[src/rtl/regfile_pkg.sv]
// Shared constants and types for the register file with busy-bit scoreboard.
package regfile_pkg;

  localparam int RF_N     = 8;
  localparam int RF_DEPTH = 32;
  localparam int RF_NRD   = 2;
  localparam int RF_AW    = $clog2(RF_DEPTH);

  // Register address for the default-depth configuration.
  typedef logic [RF_AW-1:0] rf_addr_t;

endpackage

[src/rtl/regfile_sb_scoreboard.sv]
// Busy-bit scoreboard: one busy bit per register, a population counter of
// the busy bits and a sticky WAW-issue error flag. R0 and out-of-range
// addresses are never busy and are never marked.
module reg_scoreboard
  import regfile_pkg::*;
#(
  parameter int DEPTH = RF_DEPTH,
  parameter int NRD   = RF_NRD,
  parameter int AW    = $clog2(DEPTH)
) (
  input  logic                   clk,
  input  logic                   n_reset,
  input  logic                   w,
  input  logic [AW-1:0]          Rd,
  input  logic                   mark,
  input  logic [AW-1:0]          Rm,
  input  logic [NRD-1:0][AW-1:0] lk_addr,
  output logic [NRD-1:0]         lk_busy,
  output logic [AW:0]            busy_cnt,
  output logic                   err
);

  localparam logic [AW:0] DEPTH_W = (AW+1)'(DEPTH);

  // True for a real, writable register: not R0 and below DEPTH.
  function automatic logic addr_ok(input logic [AW-1:0] a);
    return (a != '0) && ({1'b0, a} < DEPTH_W);
  endfunction

  logic [DEPTH-1:0] busy_q, busy_d;
  logic [AW:0]      busy_cnt_q, busy_cnt_d;
  logic             err_q, err_d;
  logic             wr_ok, mk_ok, inc, dec;

  // Next busy vector, counter and error flag; a mark wins over a clearing write.
  always_comb begin
    busy_d     = busy_q;
    busy_cnt_d = busy_cnt_q;
    err_d      = err_q;
    wr_ok      = w && addr_ok(Rd);
    mk_ok      = mark && addr_ok(Rm);
    inc        = mk_ok && !busy_q[Rm];
    dec        = wr_ok && busy_q[Rd] && !(mk_ok && (Rm == Rd));
    if (wr_ok) busy_d[Rd] = 1'b0;
    if (mk_ok) busy_d[Rm] = 1'b1;
    if (mk_ok && busy_q[Rm]) err_d = 1'b1;
    busy_cnt_d = busy_cnt_q + (AW+1)'(inc) - (AW+1)'(dec);
  end

  // Scoreboard state; reset discards every pending operation.
  always_ff @(posedge clk or negedge n_reset) begin
    if (!n_reset) begin
      busy_q     <= '0;
      busy_cnt_q <= '0;
      err_q      <= 1'b0;
    end else begin
      busy_q     <= busy_d;
      busy_cnt_q <= busy_cnt_d;
      err_q      <= err_d;
    end
  end

  // Registered busy state seen by each lookup port.
  always_comb begin
    lk_busy = '0;
    for (int i = 0; i < NRD; i++) begin
      lk_busy[i] = addr_ok(lk_addr[i]) && busy_q[lk_addr[i]];
    end
  end

  assign busy_cnt = busy_cnt_q;
  assign err      = err_q;

endmodule

[src/rtl/regfile_sb.sv]
// General-purpose register file: one write port, NRD combinational read
// ports with optional write-to-read bypass, and a busy-bit scoreboard used
// by decode for operand hazard detection. R0 always reads zero.
module regfile_sb
  import regfile_pkg::*;
#(
  parameter int N      = RF_N,
  parameter int DEPTH  = RF_DEPTH,
  parameter int NRD    = RF_NRD,
  parameter int BYPASS = 1,
  parameter int AW     = $clog2(DEPTH)
) (
  input  logic                   clk,
  input  logic                   n_reset,
  input  logic                   w,
  input  logic [AW-1:0]          Rd,
  input  logic [N-1:0]           w_data,
  output logic [N-1:0]           Rd_data,
  input  logic [NRD-1:0][AW-1:0] Rs,
  output logic [NRD-1:0][N-1:0]  Rs_data,
  input  logic                   mark,
  input  logic [AW-1:0]          Rm,
  output logic [NRD-1:0]         rs_busy,
  output logic                   hazard,
  output logic [AW:0]            busy_cnt,
  output logic                   err
);

  localparam logic [AW:0] DEPTH_W = (AW+1)'(DEPTH);

  // True for a real, writable register: not R0 and below DEPTH.
  function automatic logic addr_ok(input logic [AW-1:0] a);
    return (a != '0) && ({1'b0, a} < DEPTH_W);
  endfunction

  logic [N-1:0]   gpr_q [DEPTH];
  logic [N-1:0]   gpr_d [DEPTH];
  logic           wr_ok;
  logic [NRD-1:0] lk_busy;
  logic [NRD-1:0] byp;

  assign wr_ok = w && addr_ok(Rd);

  // Next data array: a single write per cycle, R0 and out-of-range ignored.
  always_comb begin
    gpr_d = gpr_q;
    if (wr_ok) gpr_d[Rd] = w_data;
  end

  // Data array storage.
  always_ff @(posedge clk or negedge n_reset) begin
    if (!n_reset) begin
      for (int i = 0; i < DEPTH; i++) gpr_q[i] <= '0;
    end else begin
      gpr_q <= gpr_d;
    end
  end

  reg_scoreboard #(
    .DEPTH (DEPTH),
    .NRD   (NRD),
    .AW    (AW)
  ) u_sb (
    .clk      (clk),
    .n_reset  (n_reset),
    .w        (w),
    .Rd       (Rd),
    .mark     (mark),
    .Rm       (Rm),
    .lk_addr  (Rs),
    .lk_busy  (lk_busy),
    .busy_cnt (busy_cnt),
    .err      (err)
  );

  // Read ports; a bypassed port sees the incoming data and a result no
  // longer pending. Rd_data never bypasses.
  always_comb begin
    byp     = '0;
    rs_busy = '0;
    Rs_data = '0;
    Rd_data = addr_ok(Rd) ? gpr_q[Rd] : '0;
    for (int i = 0; i < NRD; i++) begin
      byp[i]     = (BYPASS != 0) && wr_ok && (Rs[i] == Rd);
      Rs_data[i] = byp[i] ? w_data : (addr_ok(Rs[i]) ? gpr_q[Rs[i]] : '0);
      rs_busy[i] = lk_busy[i] && !byp[i];
    end
  end

  assign hazard = |rs_busy;

endmodule
[config.mk]
export PLATFORM = sky130hd
export DESIGN_NAME = regfile_sb
export DESIGN_NICKNAME = d
export VERILOG_FILES = /design/src/rtl/regfile_pkg.sv /design/src/rtl/regfile_sb_scoreboard.sv /design/src/rtl/regfile_sb.sv
export SDC_FILE = /design/constraint.sdc
export NUM_CORES = 1
export LEC_CHECK = 0
export BUFFER_PORTS_ARGS = -buffer_cell sky130_fd_sc_hd__buf_2
export CORE_UTILIZATION = 63
export DETAILED_ROUTE_END_ITERATION = 8
export HOLD_SLACK_MARGIN = 0.1
export PLACE_DENSITY = 0.89
export SLEW_MARGIN = 20
export SYNTH_ARGS = -nofsm -noshare
export SYNTH_HDL_FRONTEND = slang
export SYNTH_SLANG_ARGS = --single-unit
[constraint.sdc]
create_clock -name clk -period 3.2 [get_ports clk]
set_input_delay 0.32 -clock clk [delete_from_list [all_inputs] [get_ports clk]]
set_output_delay 0.32 -clock clk [all_outputs]
set_load 0.01 [all_outputs]
==> results of run 1 <==
-- cells in the mapped netlist, drive strengths merged, types with 15 or more instances --
cell	instances	area share, %
xnor2	15	0.68
a211oi	23	0.90
mux2i	60	3.1
a22oi	31	1.2
inv	16	0.31
nand3	32	0.86
dfrtp	295	38
nand2	56	1.2
clkbuf	62	1.2
o21ai	31	0.81
nor2	35	1.2
mux2	258	15
a221oi	20	0.91
mux4	203	24
buf	70	2.8
-- power breakdown --
part           leakage (µW)  switching (µW)  internal [µW]
combinational       0.00465            1630           2020
sequential          0.00375             812           4490
clock              0.000529            1560           2240
-- cell families after synthesis --
logic type	after synthesis
AND/OR/NAND/NOR	194
multiplexers	521
AO/OA/AOI/OAI	199
adder cells (fa/ha/maj)	7
buffers and inverters	149
XOR/XNOR	20
flip-flops	295
-- flip-flops by register name, indices dropped and copies added (netlist names) --
signal / cells
gpr_q: 256
u_sb.busy_q: 32
u_sb.busy_cnt: 6
u_sb.err: 1
-- worst min-delay path by stage --
stage                        from                to  slack (ns)  cells after the start
after detailed placement  n_reset  u_sb.busy_cnt[4]        0.32                      1
final                       Rm[3]   u_sb.busy_q[31]        0.21                      3
after CTS                   Rm[3]   u_sb.busy_q[31]        0.20                      3
after floorplan           n_reset          gpr_q[0]        0.02                      0
after global routing         mark   u_sb.busy_q[26]        0.24                      3
after global placement    n_reset  u_sb.busy_cnt[3]        0.32                      1
-- what timing repair did --
| action | 4_1_cts | 5_1_grt |
|---|---|---|
| hold buffers | 1 | 0 |
| resized for setup | 0 | 1 |
| endpoints found under the setup margin | 0 | 1 |
| endpoints found under the hold margin | 60 | 0 |
| setup buffers | 0 | 0 |
-- metrics by stage --
step	worst slack, ns	instance area (µm²)	hold slack (ns)	util, %	instances
4_1_cts	0.169	21200	0.200	71.0	1851
2_1_floorplan	0.230	19200	0.0244	-	1385
6_report	0.104	21200	0.209	71.1	1854
3_3_place_gp	0.151	20100	0.316	67.4	1793
5_1_grt	0.0196	21200	0.239	71.0	1851
3_5_place_dp	0.100	20100	0.319	67.4	1793
-- layout by cell type (no fill, tap or decap), types with 8 or more instances in the layout --
master | synthesis | final
nor2_4 | 12 | 12
a221oi_1 | 20 | 19
xnor2_1 | 15 | 15
a211o_1 | 8 | 8
inv_1 | 16 | 16
a211oi_1 | 23 | 23
a21oi_1 | 13 | 13
buf_2 | 26 | 60
dfrtp_1 | 295 | 295
buf_12 | 1 | 12
a22o_1 | 12 | 12
mux4_2 | 197 | 197
clkbuf_16 | 0 | 35
o21bai_1 | 9 | 9
nand3_1 | 31 | 31
nor2b_1 | 12 | 12
o221ai_1 | 11 | 11
clkbuf_1 | 62 | 8
a32o_1 | 8 | 8
mux2_2 | 258 | 258
mux2i_1 | 60 | 60
nand2_2 | 8 | 8
a22oi_1 | 31 | 31
nor2_1 | 16 | 16
o21ai_0 | 30 | 30
and2_1 | 11 | 11
buf_4 | 19 | 77
nand2_1 | 48 | 48
a21o_1 | 10 | 10
-- worst register-to-register path, delay by kind of cell (launching register included) --
kind	cells	cell delay (ns)
AOI/OAI and AO/OA	5	0.75
adders and majority gates	3	0.84
DFF	1	0.43
xor gates and xnor gates	1	0.14
buffers and inverters	3	0.19
muxes	1	0.47
-- routing by layer --
layer	GRT usage, %	wire length [µm]	vias up
met1	53.3	21800	7294
met5	0	66	-
met3	12.9	7480	326
li1	-	-	5612
met4	24.1	4620	2
met2	61.4	27500	1182
-- final cells by class --
class | instances | area, µm² | share of cell area [%]
clock buffers | 50 | 1000 | 4.73
inverters | 17 | 63.8 | 0.301
diodes | 3 | 7.51 | 0.0355
repair buffers | 151 | 1140 | 5.40
multi-input cells | 941 | 11000 | 52.1
well taps | 390 | 488 | 2.30
flip-flops and latches | 295 | 7380 | 34.9
clock inverters | 7 | 63.8 | 0.301
==> metrics.md, run 1 <==
| Metric | Value |
|---|---|
| Outcome | complete, no violations |
| XOR/XNOR share of the synthesized area | 0.911% |
| Max stage delay cell, worst path | buf_4 |
| Vias | 14400 |
| Power density cells | between 600 and 700 nW/µm² |
| Pin count of the biggest net entering global routing | 87 |
| Core area | 29800 µm² |
| Clk slew on worst S/H paths | approximately 0.060 ns |
| Die Wd | 177 µm |
| Mean Syn Cell Area | approximately 14 µm² |
| R2r endpoint | u_sb.busy_cnt[4] |
| Main flop type after synthesis | dfrtp_1 |
| Final TNS setup | 0 ns |
| CTS tree | done |
| Min Tclk post-route | slightly above 3 ns |
| Total clock sinks | between 200 and 300 |
| Post-DRT Antenna Nets | 0 |
| Fill count | between 1500 and 2000 |
| CP startpoint kind | input port |
| Clock Path Buffers | 3 |
| Vias per inst | about 8 |
| Cell depth of the worst setup path | 9 |
| Post-synth EDFFs | 0 |
| Worst Setup EP | Rs_data[13] |
| Initial DRC count | between 1500 and 2000 |
| Worst path buffer plus inverter count | 4 |
| Slew headroom | 37.7% |
| Crit-path max cell delay | around 0.74 ns |
| Mapped Area | roughly 19000 µm² |
| GRT overflow | 0 |
| First-pass GRT wire length | between 90000 and 100000 µm |
| Asr flop ratio synth | 100% |
| Root Buffer | clkbuf_16 |
| Flop2flop setup slack | 0.25 ns |
| Share of the yosys chip area belonging to registers | roughly two fifths |
| Final GP Congestion | about 1.0 |
| Max Fclk | roughly 320 MHz |
| Routed length per instance | between 30 and 40 µm |
| Clock Skews | 0.0251 ns |
| Crit path kind | in2out |
| Aggregate global-route resource usage | roughly two fifths |
| Power Total | 12700 µW |
| Final Setup Violations | 0 |
| Synth warn | 0 |
| CTS Buf Count | 34 |
| Area growth syn-to-layout | 10.1% |
| RSZ-0062 raised after global routing | no |
| Tcrit/Tclk final | 96.8% |
| Critical path arrival | between 2 and 3 ns |
| Die Height | between 150 and 200 µm |
| Mux contribution to synthesized area | 42.1% |
| Synthesized instance count | 1385 |
| Dpl hpwl | between 40000 and 50000 µm |
| Port bufs | 65 |
| Max IR drop VDD | approximately 0.52 mV |
| Worst-path fanout max | 57 |
| Complex-gate fraction of the synthesized area | between 7 and 8% |
| Die ar. | 31200 µm² |
| Largest family of logic cells by synthesized area | multiplexers |
| CP delay by family, top | buffers and inverters |
| DRT Pass-1 Iters | 7 |
| IO Count | 66 |
| Drt drc | 0 |
| Synth Net Count | 1424 |
| Fin. Hold Viols | 0 |
| Layout cell share with drive strength beyond 1 | a little under half |
| Req. time, crit path | between 2 and 3 ns |
| Max Cap Viol | 0 |
| CP Cell Sequence | buf_4 -> buf_4 -> xnor2_1 -> nand4_1 -> o32ai_4 -> buf_4 -> a211oi_1 -> a211o_1 -> buf_2 |
| Initial Utilization | around 65% |
| H-tree levels | 2 |
| Vias in the first global route | 14800 |
| R2r startpoint | u_sb.busy_q[16] |
| Row count | 63 |
| Distinct cells, synth | between 70 and 80 |
| Hold crit path type | in2reg |
| Crit. End Element | primary output |
| Synth Area in Simple Gates | 5.85% |
| Initial antenna violation count | 2 |
| Slew @ Worst Pin | approximately 0.93 ns |
| Worst-Skew Late Latency | roughly 0.52 ns |
| WL final | 61500 µm |
| Leakage power | about 0.0089 µW |
| Register bit total from synthesis | 295 |
| Cells on worst reg2reg path | 13 |
| Slew Limit Fails | 0 |
| Most frequent CP cell | buf_4 |
| Nets | roughly 1500 |
| Crit. Startpoint | Rd[1] |
| Post-Synth Adder-Cell Area | less than 1% |
No activity file was read; power rests on OpenSTA's default activity.
==> run 2, diff against run 1 <==
==> constraint.sdc (replaced) <==
create_clock -name clk -period 3.2 [get_ports clk]
set_input_delay 0.16 -clock clk [delete_from_list [all_inputs] [get_ports clk]]
set_output_delay 0.16 -clock clk [all_outputs]
set_load 0.01 [all_outputs]
==> metrics.md, run 2 (synthesized netlist as in run 1, its figures left out) <==
| Metric | Value |
|---|---|
| Slew Limit Fails | 0 (unchanged) |
| Met2 wire len | 27500 µm (-0.13%) |
| Routed length per instance | 33.3 µm (+0.17%) |
| Die Height | 177 µm (unchanged) |
| Flop2flop setup slack | 0.22 ns (-0.03 ns) |
| Initial DRC count | 2250 (+27%) |
| Worst-Skew Late Latency | 0.52 ns (about the same) |
| CP startpoint kind | input port |
| WL final | 61400 µm (-0.26%) |
| Outcome | complete, no violations |
| Logic pwr share | 28.3% (-0.3 points) |
| Layout cell share with drive strength beyond 1 | 46.8% (-0.67 points) |
| Final Setup Violations | 0 (unchanged) |
| Sw Share | 31.6% (+0.20 points) |
| Fin cells | 1846 (-0.43%) |
| Placed Cells | 1777 (-0.89%) |
| Leakage power | 0.00889 µW (-0.44%) |
| Dpl hpwl | 40700 µm (-1.6%) |
| Highest-count cells in the layout ignoring fill and taps | 295 x dfrtp_1, 258 x mux2_2, 197 x mux4_2 |
| Clock Skews | 0.00621 ns (-0.0189 ns) |
| Core area | 29800 µm² (unchanged) |
| Hold Slack | 0.133 ns (-0.0756 ns) |
| Most common cell after layout, fill and taps aside | dfrtp_1 |
| Slew @ Worst Pin | 0.928 ns (-0.00629 ns) |
| Hold crit path type | in2reg |
| Worst-path fanout max | 15 (-74%) |
| Max IR drop VDD | 0.525 mV (+1.1%) |
| Clk slew on worst S/H paths | 0.06 ns (about the same) |
| R2r startpoint | u_sb.busy_q[18] |
| Power share of the sequential group | 41.2% (-0.4 points) |
| Met3 WL | 8430 µm (+13%) |
| Port bufs | 65 (unchanged) |
| Final GP Congestion | 1.03 (+1.1%) |
| First-pass GRT wire length | 93100 µm (-0.52%) |
| Smallest setup slack after layout | 0.159 ns (+0.0559 ns) |
| Tcrit/Tclk final | 95.0% (-1.7 points) |
| Max Fclk | 329 MHz (+1.8%) |
| Req. time, crit path | 3.60 ns (+0.72 ns) |
| Met1 WL | 20900 µm (-4.2%) |
| Clock power frac | 30.5% (+0.7 points) |
| CTS tree | done |
| Initial antenna violation count | 1 (-1) |
| R2r endpoint | u_sb.busy_cnt[4] |
| GRT overflow | 0 (unchanged) |
| RSZ-0062 raised after global routing | no |
| Crit path kind | in2reg |
| Sw power | 4070 µW (+1.7%) |
| Die Wd | 177 µm (unchanged) |
| Cells on worst reg2reg path | 13 (unchanged) |
| Row count | 63 (unchanged) |
| Pin count of the biggest net entering global routing | 94 (+8.0%) |
| Root Buffer | clkbuf_16 |
| Aggregate global-route resource usage | 40.8% (-0.34 points) |
| Fin. Hold Viols | 0 (unchanged) |
| Power density cells | 609 nW/µm² (+1.2%) |
| CTS Buf Count | 34 (unchanged) |
| Hold Path Origin | Rm[2] |
| Drt drc | 0 (unchanged) |
| Critical path arrival | 3.44 ns (+0.66 ns) |
| Total clock sinks | 295 (unchanged) |
| Int Power | 8820 µW (+0.78%) |
| DRT Pass-1 Iters | 8 (+1) |
| Largest register FFs | 256 (unchanged) |
| Nets | 1468 (-0.74%) |
| H-tree levels | 2 (unchanged) |
| Highest metal used | met4 |
| Top reg by flops | gpr_q |
| Min Tclk post-route | 3.04 ns (-0.0559 ns) |
| IO Count | 66 (unchanged) |
| Hold EP | u_sb.busy_q[31] |
| Die ar. | 31200 µm² (unchanged) |
| Post-DRT Antenna Nets | 0 (unchanged) |
| Vias | 14600 (+1.6%) |
| Vias in the first global route | 14900 (+0.89%) |
| Area growth syn-to-layout | 9.99% |
| Power Total | 12900 µW (+1.1%) |
| Initial Utilization | 64.5% (unchanged) |
| Worst slack at placement | 0.140 ns (+0.0392 ns) |
| Slew headroom | 37.9% (+0.19 points) |
| Vias per inst | 7.93 (+2.0%) |
| Crit. End Element | register |
| Clock Path Buffers | 3 (unchanged) |
| Hold Path Stages | 3 (unchanged) |
| Max Cap Viol | 0 (unchanged) |
| Final TNS setup | 0 ns (unchanged) |
-- run 2: worst max path at each step --
| stage | startpoint | cells past startpoint | end | slack [ns] |
|---|---|---|---|---|
| 4_1_cts | Rm[0] | 17 | u_sb.busy_cnt[4] | 0.12 |
| 3_3_place_gp | Rd[0] | 14 | u_sb.busy_cnt[4] | 0.20 |
| 6_report | Rm[0] | 17 | u_sb.busy_cnt[4] | 0.16 |
| 5_1_grt | Rm[0] | 17 | u_sb.busy_cnt[4] | 0.04 |
| 3_5_place_dp | Rm[0] | 16 | u_sb.busy_cnt[4] | 0.14 |
| 2_1_floorplan | Rd[0] | 16 | u_sb.busy_cnt[4] | 0.39 |
-- run 2: layout make-up --
type                       instances  area [µm²]
inverter                          17        63.8
fill                            1868        8640
multi-input combinational        941       11000
timing repair buffer             140        1060
clock inverter                    11         134
tap                              390         488
sequential                       295        7380
clock buffer                      50         992
antenna                            2        5.00
-- run 2: metal layers --
metal  global-route usage (%)  vias to the layer above
li1                         -                     5602
met1                     52.8                     7344
met2                     60.4                     1361
met3                     13.3                      333
met4                     24.4                        0
met5                        0                        -
-- run 2: repair_timing --
| action | in CTS | in global routing |
|---|---|---|
| hold endpoints to repair | 101 | 0 |
| setup buffers | 0 | 0 |
| hold buffers | 6 | 0 |
| endpoints found under the setup margin | 0 | 2 |
| gates resized for setup | 0 | 1 |
-- run 2: power by group through the flow --
stage	registers [µW]	logic (µW)	clock network [µW]
3_5_place_dp	5310	3510	0
3_3_place_gp	5200	3410	0
6_report	5300	3650	3930
2_1_floorplan	5040	2610	0
4_1_cts	5260	3570	3960
5_1_grt	5390	3820	4100
-- run 2: worst max-delay path: stages --
cell,delay [ns]
dlygate4sd3_1,0.53
clkbuf_4,0.28
buf_4,0.19
nor2_1,0.06
nand2_1,0.10
nand2_1,0.12
nor4_1,0.51
a211oi_1,0.14
ha_1,0.30
inv_1,0.06
ha_1,0.16
inv_1,0.06
fa_1,0.41
inv_1,0.07
a21o_1,0.11
a21oi_1,0.07
xnor2_1,0.12
-- run 2: through the flow --
stage,utilization (%),area [µm²]
floorplan,-,19200
global placement,67.0,20000
detailed placement,67.0,20000
CTS,70.9,21100
global route,71.0,21100
finish,71.0,21200
